===== src/rtl/chess_pkg.sv =====
// Shared constants, direction indices and scheduler state encoding for the
// move-generation scan logic.
package chess_pkg;

    localparam int MOVE_W       = 24;
    localparam int NUM_DIRS     = 16;
    localparam int DIR_W        = 4;
    localparam int MOVE_COUNT_W = 11;

    localparam logic [MOVE_W-1:0]       EMPTY_MOVE_OUT = 24'h000000;
    localparam logic [MOVE_COUNT_W-1:0] MOVE_COUNT_MAX = 11'd1024;

    // Order in which direction words appear inside the 384-bit move bundle.
    typedef enum logic [DIR_W-1:0] {
        DIR_U   = 4'd0,
        DIR_D   = 4'd1,
        DIR_L   = 4'd2,
        DIR_R   = 4'd3,
        DIR_UL  = 4'd4,
        DIR_UR  = 4'd5,
        DIR_DL  = 4'd6,
        DIR_DR  = 4'd7,
        DIR_UUL = 4'd8,
        DIR_UUR = 4'd9,
        DIR_LLU = 4'd10,
        DIR_RRU = 4'd11,
        DIR_DDL = 4'd12,
        DIR_DDR = 4'd13,
        DIR_LLD = 4'd14,
        DIR_RRD = 4'd15
    } dir_e;

    typedef enum logic [1:0] {
        ST_IDLE   = 2'd0,
        ST_SETTLE = 2'd1,
        ST_SCAN   = 2'd2,
        ST_DONE   = 2'd3
    } sched_state_e;

    function automatic logic [MOVE_COUNT_W-1:0] sat_inc(input logic [MOVE_COUNT_W-1:0] v);
        return (v == MOVE_COUNT_MAX) ? v : v + 11'd1;
    endfunction

endpackage


===== src/rtl/move_dir_mux.sv =====
// Picks one direction's move word out of the selected square's bundle and
// flags whether that direction holds no move.
module move_dir_mux
    import chess_pkg::*;
(
    input  logic [NUM_DIRS*MOVE_W-1:0] moves_i,
    input  logic [DIR_W-1:0]           dir_idx_i,
    output logic [MOVE_W-1:0]          word_o,
    output logic                       is_empty_o
);

    always_comb begin
        word_o     = moves_i[32'(dir_idx_i)*MOVE_W +: MOVE_W];
        is_empty_o = (word_o == EMPTY_MOVE_OUT);
    end

endmodule


===== src/rtl/move_scan_scheduler.sv =====
// Walks every square of the move-generation array, waits for its chains to
// settle, then streams its non-empty direction words over valid/ready.
module move_scan_scheduler
    import chess_pkg::*;
#(
    parameter int SETTLE_CYCLES = 4,
    parameter int NUM_SQUARES   = 64
) (
    input  logic                       clk,
    input  logic                       reset,
    input  logic                       start,
    input  logic                       abort,
    input  logic [NUM_DIRS*MOVE_W-1:0] moves_in,
    output logic [5:0]                 sq_sel,
    output logic                       busy,
    output logic                       move_valid,
    output logic [MOVE_W-1:0]          move_data,
    input  logic                       move_ready,
    output logic [MOVE_COUNT_W-1:0]    move_count,
    output logic                       done
);

    localparam logic [3:0]       SETTLE_LAST = 4'(SETTLE_CYCLES - 1);
    localparam logic [5:0]       LAST_SQ     = 6'(NUM_SQUARES - 1);
    localparam logic [DIR_W-1:0] LAST_DIR    = 4'(NUM_DIRS - 1);

    sched_state_e              state_q, state_d;
    logic [5:0]                sq_sel_q, sq_sel_d;
    logic [DIR_W-1:0]          dir_idx_q, dir_idx_d;
    logic [3:0]                settle_cnt_q, settle_cnt_d;
    logic                      move_valid_q, move_valid_d;
    logic [MOVE_W-1:0]         move_data_q, move_data_d;
    logic [MOVE_COUNT_W-1:0]   move_count_q, move_count_d;
    logic                      done_q, done_d;
    logic                      busy_q, busy_d;
    logic                      drain_q, drain_d;

    logic [MOVE_W-1:0]         dir_word;
    logic                      dir_empty;

    move_dir_mux u_dir_mux (
        .moves_i    (moves_in),
        .dir_idx_i  (dir_idx_q),
        .word_o     (dir_word),
        .is_empty_o (dir_empty)
    );

    always_comb begin
        // NOTE: every next-state signal gets its hold value first so no path
        // through the case below leaves one unassigned and infers a latch.
        state_d      = state_q;
        sq_sel_d     = sq_sel_q;
        dir_idx_d    = dir_idx_q;
        settle_cnt_d = settle_cnt_q;
        move_valid_d = move_valid_q;
        move_data_d  = move_data_q;
        move_count_d = move_count_q;
        drain_d      = drain_q;

        // The handshake runs independently of the scan, including through SETTLE.
        if (move_valid_q && move_ready) begin
            move_valid_d = 1'b0;
        end

        unique case (state_q)
            ST_IDLE: begin
                if (start) begin
                    state_d      = ST_SETTLE;
                    sq_sel_d     = '0;
                    dir_idx_d    = '0;
                    settle_cnt_d = '0;
                    move_count_d = '0;
                    drain_d      = 1'b0;
                end
            end
            ST_SETTLE: begin
                if (settle_cnt_q == SETTLE_LAST) begin
                    state_d      = ST_SCAN;
                    settle_cnt_d = '0;
                end else begin
                    settle_cnt_d = settle_cnt_q + 4'd1;
                end
            end
            ST_SCAN: begin
                if (drain_q) begin
                    // Last square fully sampled; finish once its final move is taken.
                    if (!move_valid_q) begin
                        state_d  = ST_DONE;
                        sq_sel_d = '0;
                        drain_d  = 1'b0;
                    end
                end else if (!move_valid_q) begin
                    if (!dir_empty) begin
                        move_valid_d = 1'b1;
                        move_data_d  = dir_word;
                        move_count_d = sat_inc(move_count_q);
                    end
                    dir_idx_d = dir_idx_q + 4'd1;
                    if (dir_idx_q == LAST_DIR) begin
                        if (sq_sel_q != LAST_SQ) begin
                            sq_sel_d     = sq_sel_q + 6'd1;
                            settle_cnt_d = '0;
                            state_d      = ST_SETTLE;
                        end else if (dir_empty) begin
                            state_d  = ST_DONE;
                            sq_sel_d = '0;
                        end else begin
                            drain_d = 1'b1;
                        end
                    end
                end
            end
            ST_DONE: begin
                state_d = ST_IDLE;
            end
        endcase

        if (abort && (state_q != ST_IDLE)) begin
            state_d      = ST_IDLE;
            sq_sel_d     = '0;
            dir_idx_d    = '0;
            settle_cnt_d = '0;
            move_valid_d = 1'b0;
            drain_d      = 1'b0;
        end

        busy_d = (state_d != ST_IDLE);
        done_d = (state_d == ST_DONE);
    end

    // NOTE: state registers use non-blocking assignments so every flop samples
    // the pre-edge value of its neighbours, independent of statement order.
    always_ff @(posedge clk or posedge reset) begin
        if (reset) begin
            state_q      <= ST_IDLE;
            sq_sel_q     <= '0;
            dir_idx_q    <= '0;
            settle_cnt_q <= '0;
            move_valid_q <= 1'b0;
            move_data_q  <= '0;
            move_count_q <= '0;
            done_q       <= 1'b0;
            busy_q       <= 1'b0;
            drain_q      <= 1'b0;
        end else begin
            state_q      <= state_d;
            sq_sel_q     <= sq_sel_d;
            dir_idx_q    <= dir_idx_d;
            settle_cnt_q <= settle_cnt_d;
            move_valid_q <= move_valid_d;
            move_data_q  <= move_data_d;
            move_count_q <= move_count_d;
            done_q       <= done_d;
            busy_q       <= busy_d;
            drain_q      <= drain_d;
        end
    end

    assign sq_sel     = sq_sel_q;
    assign busy       = busy_q;
    assign move_valid = move_valid_q;
    assign move_data  = move_data_q;
    assign move_count = move_count_q;
    assign done       = done_q;

endmodule


===== config.mk =====
export PLATFORM = sky130hd
export DESIGN_NAME = move_scan_scheduler
export DESIGN_NICKNAME = d
export VERILOG_FILES = /design/src/rtl/chess_pkg.sv /design/src/rtl/move_dir_mux.sv /design/src/rtl/move_scan_scheduler.sv
export SDC_FILE = /design/constraint.sdc
export NUM_CORES = 1
export LEC_CHECK = 0
export ABC_AREA = 1
export BUFFER_PORTS_ARGS = -buffer_cell sky130_fd_sc_hd__buf_4
export CORE_AREA = 5 5 166 168
export DETAILED_ROUTE_END_ITERATION = 6
export DIE_AREA = 0 0 171 173
export GPL_ROUTABILITY_DRIVEN = 0
export PLACE_DENSITY = 0.59
export SKIP_CTS_REPAIR_TIMING = 1
export SLEW_MARGIN = 5
export SYNTH_ARGS = -nofsm -noshare
export SYNTH_HDL_FRONTEND = slang
export SYNTH_SLANG_ARGS = --single-unit

===== constraint.sdc =====
create_clock -name clk -period 2.3 [get_ports clk]
set_input_delay 0.345 -clock clk [delete_from_list [all_inputs] [get_ports clk]]
set_output_delay 0.345 -clock clk [all_outputs]
set_load 0.01 [all_outputs]

== Word-level counts from Yosys, hierarchy flattened ==
Index checks and enable logic that the tools add are counted.
W data, S select, Z words.
Operators by class
  eq/ne operators: 20
  multipliers: 1
  muxes and demuxes: 52
  shift-type cells: 1
  reductions and logical operators: 15
  add/sub/neg operators: 4
  bitwise logic cells: 3
Operators by type and width (count)
  $shiftx A384 B10 Y24: 1
  $mux W11: 5
  $mux W6: 8
  $mux W4: 10
  $logic_not A24 Y1: 1
  $pmux W11 S2: 1
  $mux W2: 9
  $ne A3 B3 Y1 const B: 5
  $mux W1: 14
  $pmux W4 S3: 1
  $pmux W6 S2: 1
  $reduce_and A6 Y1: 2
  $add A11 B1 Y11 const B: 1
  $eq A11 B11 Y1 const B: 1
  $ne A2 B2 Y1 const B: 5
  $add A4 B1 Y4 const B: 2
  $pmux W2 S4: 1
  $pmux W4 S2: 1
  $reduce_and A4 Y1: 2
  $add A6 B1 Y6 const B: 1
  $eq A2 B2 Y1 const B: 3
  $mul A4 B2 Y6 const B: 1
  $ne A6 B6 Y1 const B: 1
  $reduce_bool A2 Y1: 3
  13 further kinds: 16
Word-level totals
  input port bits: 389
  register bits: 55
  logic and storage cells: 106

== Depth between registers and ports, before layout ==
  depth after elaboration: 11
  depth in mapped cells: 23

== Modules after synthesis ==
Synthesis repeated with hierarchy kept, for this count alone.
Unflattened totals
  cells, all modules: 1333
  area, all modules: 7076.8 um^2
By module, submodules not included
  move_dir_mux: sequential area each 0.0 um^2, times used 1, area an instance 4184.0 um^2, cells an instance 992
  move_scan_scheduler: sequential area each 1376.3 um^2, times used 1, area an instance 2892.8 um^2, cells an instance 341

== Worst setup path before layout ==
Ideal clock, no wire load.
  path type: register -> register
  from: reg dir_idx_q[0]
  to: reg move_count_q[5], in the netlist move_count[5]
  period minus slack after synthesis: 2.375 ns
  library setup time: 0.121 ns
  required time: 2.179 ns
  stages on the path, launching flop included: 24
  path buffers: 5
  arrival: 2.254 ns
  path slack: -0.075 ns
  cell sequence: dfrtp_1 -> buf_4 -> inv_2 -> buf_6 -> buf_8 -> buf_6 -> nand2_1 -> nand3_1 -> nand2_1 -> nand2_1 -> nand2_1 -> inv_1 -> nand2_1 -> nor2_1 -> nand2_1 -> nor2_1 -> nand3_2 -> nand2_2 -> o22ai_2 -> nand2_4 -> inv_2 -> buf_6 -> nand2_1 -> o21ai_2
On the way
  word-level cells in the longest chain between the ends: 5
RTL lines
  start, declared: RTL line move_scan_scheduler.sv:29  | logic [DIR_W-1:0] dir_idx_q, dir_idx_d;
  start signal, assigned: RTL line move_scan_scheduler.sv:148  | dir_idx_q <= dir_idx_d;
  $mul A4 B2 Y6: RTL line move_dir_mux.sv:13  | word_o = moves_i[32'(dir_idx_i)*MOVE_W +: MOVE_W];
  $shiftx A384 B10 Y24: RTL line move_dir_mux.sv:13
  $logic_not A24 Y1: RTL line move_dir_mux.sv:14  | is_empty_o = (word_o == EMPTY_MOVE_OUT);
  $ne A2 B2 Y1 (no line)
  $reduce_and A6 Y1 (no line)
  end signal, assigned: RTL line move_scan_scheduler.sv:152  | move_count_q <= move_count_d;
  end, declared: RTL line move_scan_scheduler.sv:33  | logic [MOVE_COUNT_W-1:0] move_count_q, move_count_d;
No other way between the ends.
A chain may end at the register's enable or synchronous reset.

== Worst setup path in the final report ==
  from: reg dir_idx_q[0]
  to: reg move_data_q[18], in the netlist move_data[18]
On the way
  word-level cells in the longest chain between the ends: 5
RTL lines
  $mul A4 B2 Y6 *: RTL line move_dir_mux.sv:13
  $shiftx A384 B10 Y24 *: RTL line move_dir_mux.sv:13
  $logic_not A24 Y1: RTL line move_dir_mux.sv:14
  $not A1 Y1 (no line)
  $reduce_and A4 Y1 (no line)
  end signal, assigned: RTL line move_scan_scheduler.sv:151  | move_data_q <= move_data_d;
  end, declared: RTL line move_scan_scheduler.sv:32  | logic [MOVE_W-1:0] move_data_q, move_data_d;
Mark *: on every way between the ends. The rest lies on a longest branch, timed or not.

==> results.json <==
{
  "synth-main-ff-cell": "dfrtp_1",
  "clk_latency_ps": 300,
  "leakagePower_nw": 6.97,
  "min_period_ps": 2700,
  "clock.fmax_ghz": 0.370,
  "fin_crit_sh": 1.18,
  "grt_pass1_vias": 10146,
  "clock_skew_ps": 4.60,
  "powerDensity_nw_per_um2": 881,
  "synth_most_common_cell": "nand2_1",
  "multi_input_comb_area_um2": 5200,
  "synth_seq_cells": 55,
  "synth_area_um2": 7180,
  "critPathRequiredTime_ps": 2490,
  "register_area_um2": 1380,
  "wl_per_cell_um": 18.5,
  "yosysSeqAreaShare": 0.192,
  "cts_buffer_depth": 2,
  "tritoncts": "yes",
  "grt_setup_unrepaired": "true",
  "final_nets": 2281,
  "ys_warn_count": 0,
  "antenna_found_initial": 1,
  "drv_slew": 0,
  "nFillCells": 2709,
  "die_area_um2": 29600,
  "synth.largest_area_cell": "nand2_1",
  "viasPerCell": 4.80,
  "grt.total_usage": 0.242,
  "io_buffer_count": 432,
  "yosys.cell_types.count": 35,
  "power_mw": 11.2,
  "fin_area_um2": 12700,
  "arrival_ps": 2900,
  "syn_nets": 1804,
  "clkTransAtPathRegs_ps": 70,
  "maxCapViolations": 0,
  "die_h_um": 173,
  "synth_area_per_cell_um2": 5.10,
  "ys_top_cells_by_count": "559 x nand2_1, 226 x nor2_1, 156 x inv_1",
  "start_util": 0.279,
  "synth_edf_count": 0,
  "wirelength_mm": 41.0,
  "htree_levels": 2,
  "crit_path_start_kind": "register",
  "setup_viol": 47,
  "async_reset_ff_frac": 1.00,
  "netlist_instances": 1407,
  "cts_buffers": 5,
  "synth_area_leaders": "nand2_1 29%, dfrtp_1 19%, nor2_1 12%, nand3_1 9.5%, inv_1 8.2%",
  "tightestPinTransition_ps": 625,
  "finalHoldViolations": 0,
  "cp_max_fo": 12,
  "drt_iter0_markers": 671,
  "status": "finished, violations left",
  "vias": 10671,
  "fin_ws_ps": -403,
  "violations": "negative setup slack",
  "grt_pass1_wl_mm": 56.8,
  "slew-limit-headroom": 0.578,
  "cp-end-kind": "register",
  "io_pins": 433,
  "drc": 0,
  "detailed_place_hpwl_mm": 31.2,
  "cts_sinks": 55,
  "ir_worst_vdd_mv": 0.482,
  "holdWs_ps": 360,
  "core_um2": 25800,
  "grt_max_degree": 71,
  "die_x_um": 171,
  "utilization": 0.492,
  "hp-class": "in2reg",
  "dr.pass1.iters": 5,
  "synth_top_area_share": 0.292,
  "syn2layout_area_growth_pct": 76.7,
  "dpl_cell_area_um2": 11300,
  "overflow": 0,
  "drtAntennaViolNets": 0,
  "critPathKind": "reg2reg",
  "rows": 59,
  "cts-root-buf": "clkbuf_16",
  "drive_above_1_share": 0.371
}
[per-layer routing]
| metal | up-vias | global-route usage | part of all wire |
|---|---|---|---|
| li1 | 5288 | - | - |
| met4 | 0 | 0.0713 | 0.030 |
| met3 | 67 | 0.0411 | 0.081 |
| met1 | 4839 | 0.305 | 0.40 |
| met5 | - | 0 | 0 |
| met2 | 477 | 0.420 | 0.49 |
[state kept, by name, indices dropped and copies added (netlist names)]
register,cells
busy,1
dir_idx_q,4
done,1
drain_q,1
move_count,11
move_data,24
move_valid,1
settle_cnt_q,4
sq_sel,6
state_q,2
[power breakdown]
| part | internal [mW] | total [mW] | switching, mW | leakage, nW |
|---|---|---|---|---|
| Clock | 0.400 | 0.773 | 0.373 | 0.0734 |
| Combinational | 4.10 | 8.91 | 4.81 | 6.18 |
| Sequential | 1.27 | 1.49 | 0.222 | 0.720 |
[cells by family after synthesis]
family | synth area share
AOI/OAI and AO/OA | 0.110
and+or+nand+nor | 0.527
buffers and inverters | 0.149
adders and majority gates | 0.0139
xor gates and xnor gates | 0.00854
DFF | 0.192
[cell usage in the layout (no fill, tap or decap), drive strengths merged]
cell         Yosys  layout
buf             58     535
o22ai            2       2
diode            0       1
dfrtp           55      55
nand4            3       3
inv            160     160
clkinv           3       7
nor3b            2       2
a41oi            1       1
ha               8       8
nor3            13      13
clkbuf          25      21
nor2           226     226
nor4             3       3
o21a             2       2
dlygate4sd3      0       1
o41ai            1       1
xor2             6       6
a21oi           11      11
o21ai          125     125
nand2          561     561
xnor2            1       1
a31oi            1       1
o211ai           3       3
nand3          137     137
[path summary, 6_finish.rpt]
path	startpoint	endpoint	slack [ps]	cells past startpoint
worst min register to register	move_data[21]	move_data[21]	480	2
worst min-delay path	move_ready	move_valid	360	3
max in group asynchronous	reset	move_data[11]	1240	4
worst max-delay path	dir_idx_q[0]	move_data[18]	-400	20
worst max register to register	dir_idx_q[0]	move_data[18]	-400	20
min in group asynchronous	reset	move_data[1]	520	3
[per-stage QoR]
stage | setup TNS [ps] | setup slack (ps) | cells
2_1_floorplan | -139 | -31.1 | 1407
3_3_place_gp | -18010 | -468 | 2168
3_5_place_dp | -20200 | -497 | 2168
4_1_cts | -21370 | -514 | 2176
5_1_grt | -23450 | -572 | 2221
6_report | -16260 | -403 | 2221
[cell type report]
class | instances | share of cell area
inverters | 163 | 0.0511
repair buffers | 552 | 0.384
multi-input cells | 1106 | 0.410
clock inverters | 3 | 0.00118
clock buffers | 5 | 0.00987
repair inverters | 1 | 0.000888
flip-flops and latches | 55 | 0.109
diodes | 1 | 0.000197
well taps | 335 | 0.0331
[worst max-delay path: stages, from the launching register on]
cell and delay (ps):
dfrtp_4 510, buf_12 170, buf_12 150, clkbuf_16 170, nand2_1 70, nand3_1 70, nand2_1 80, nand2_1 60
nand2_2 100, inv_1 50, nand2_2 70, nor2_1 50, nand2_1 100, nor2_4 70, nand3_4 100, nand2_4 70
nor3_4 280, inv_4 110, clkbuf_16 180, nand2_1 60, nand2_1 50
(Power assumes the default switching activity.)
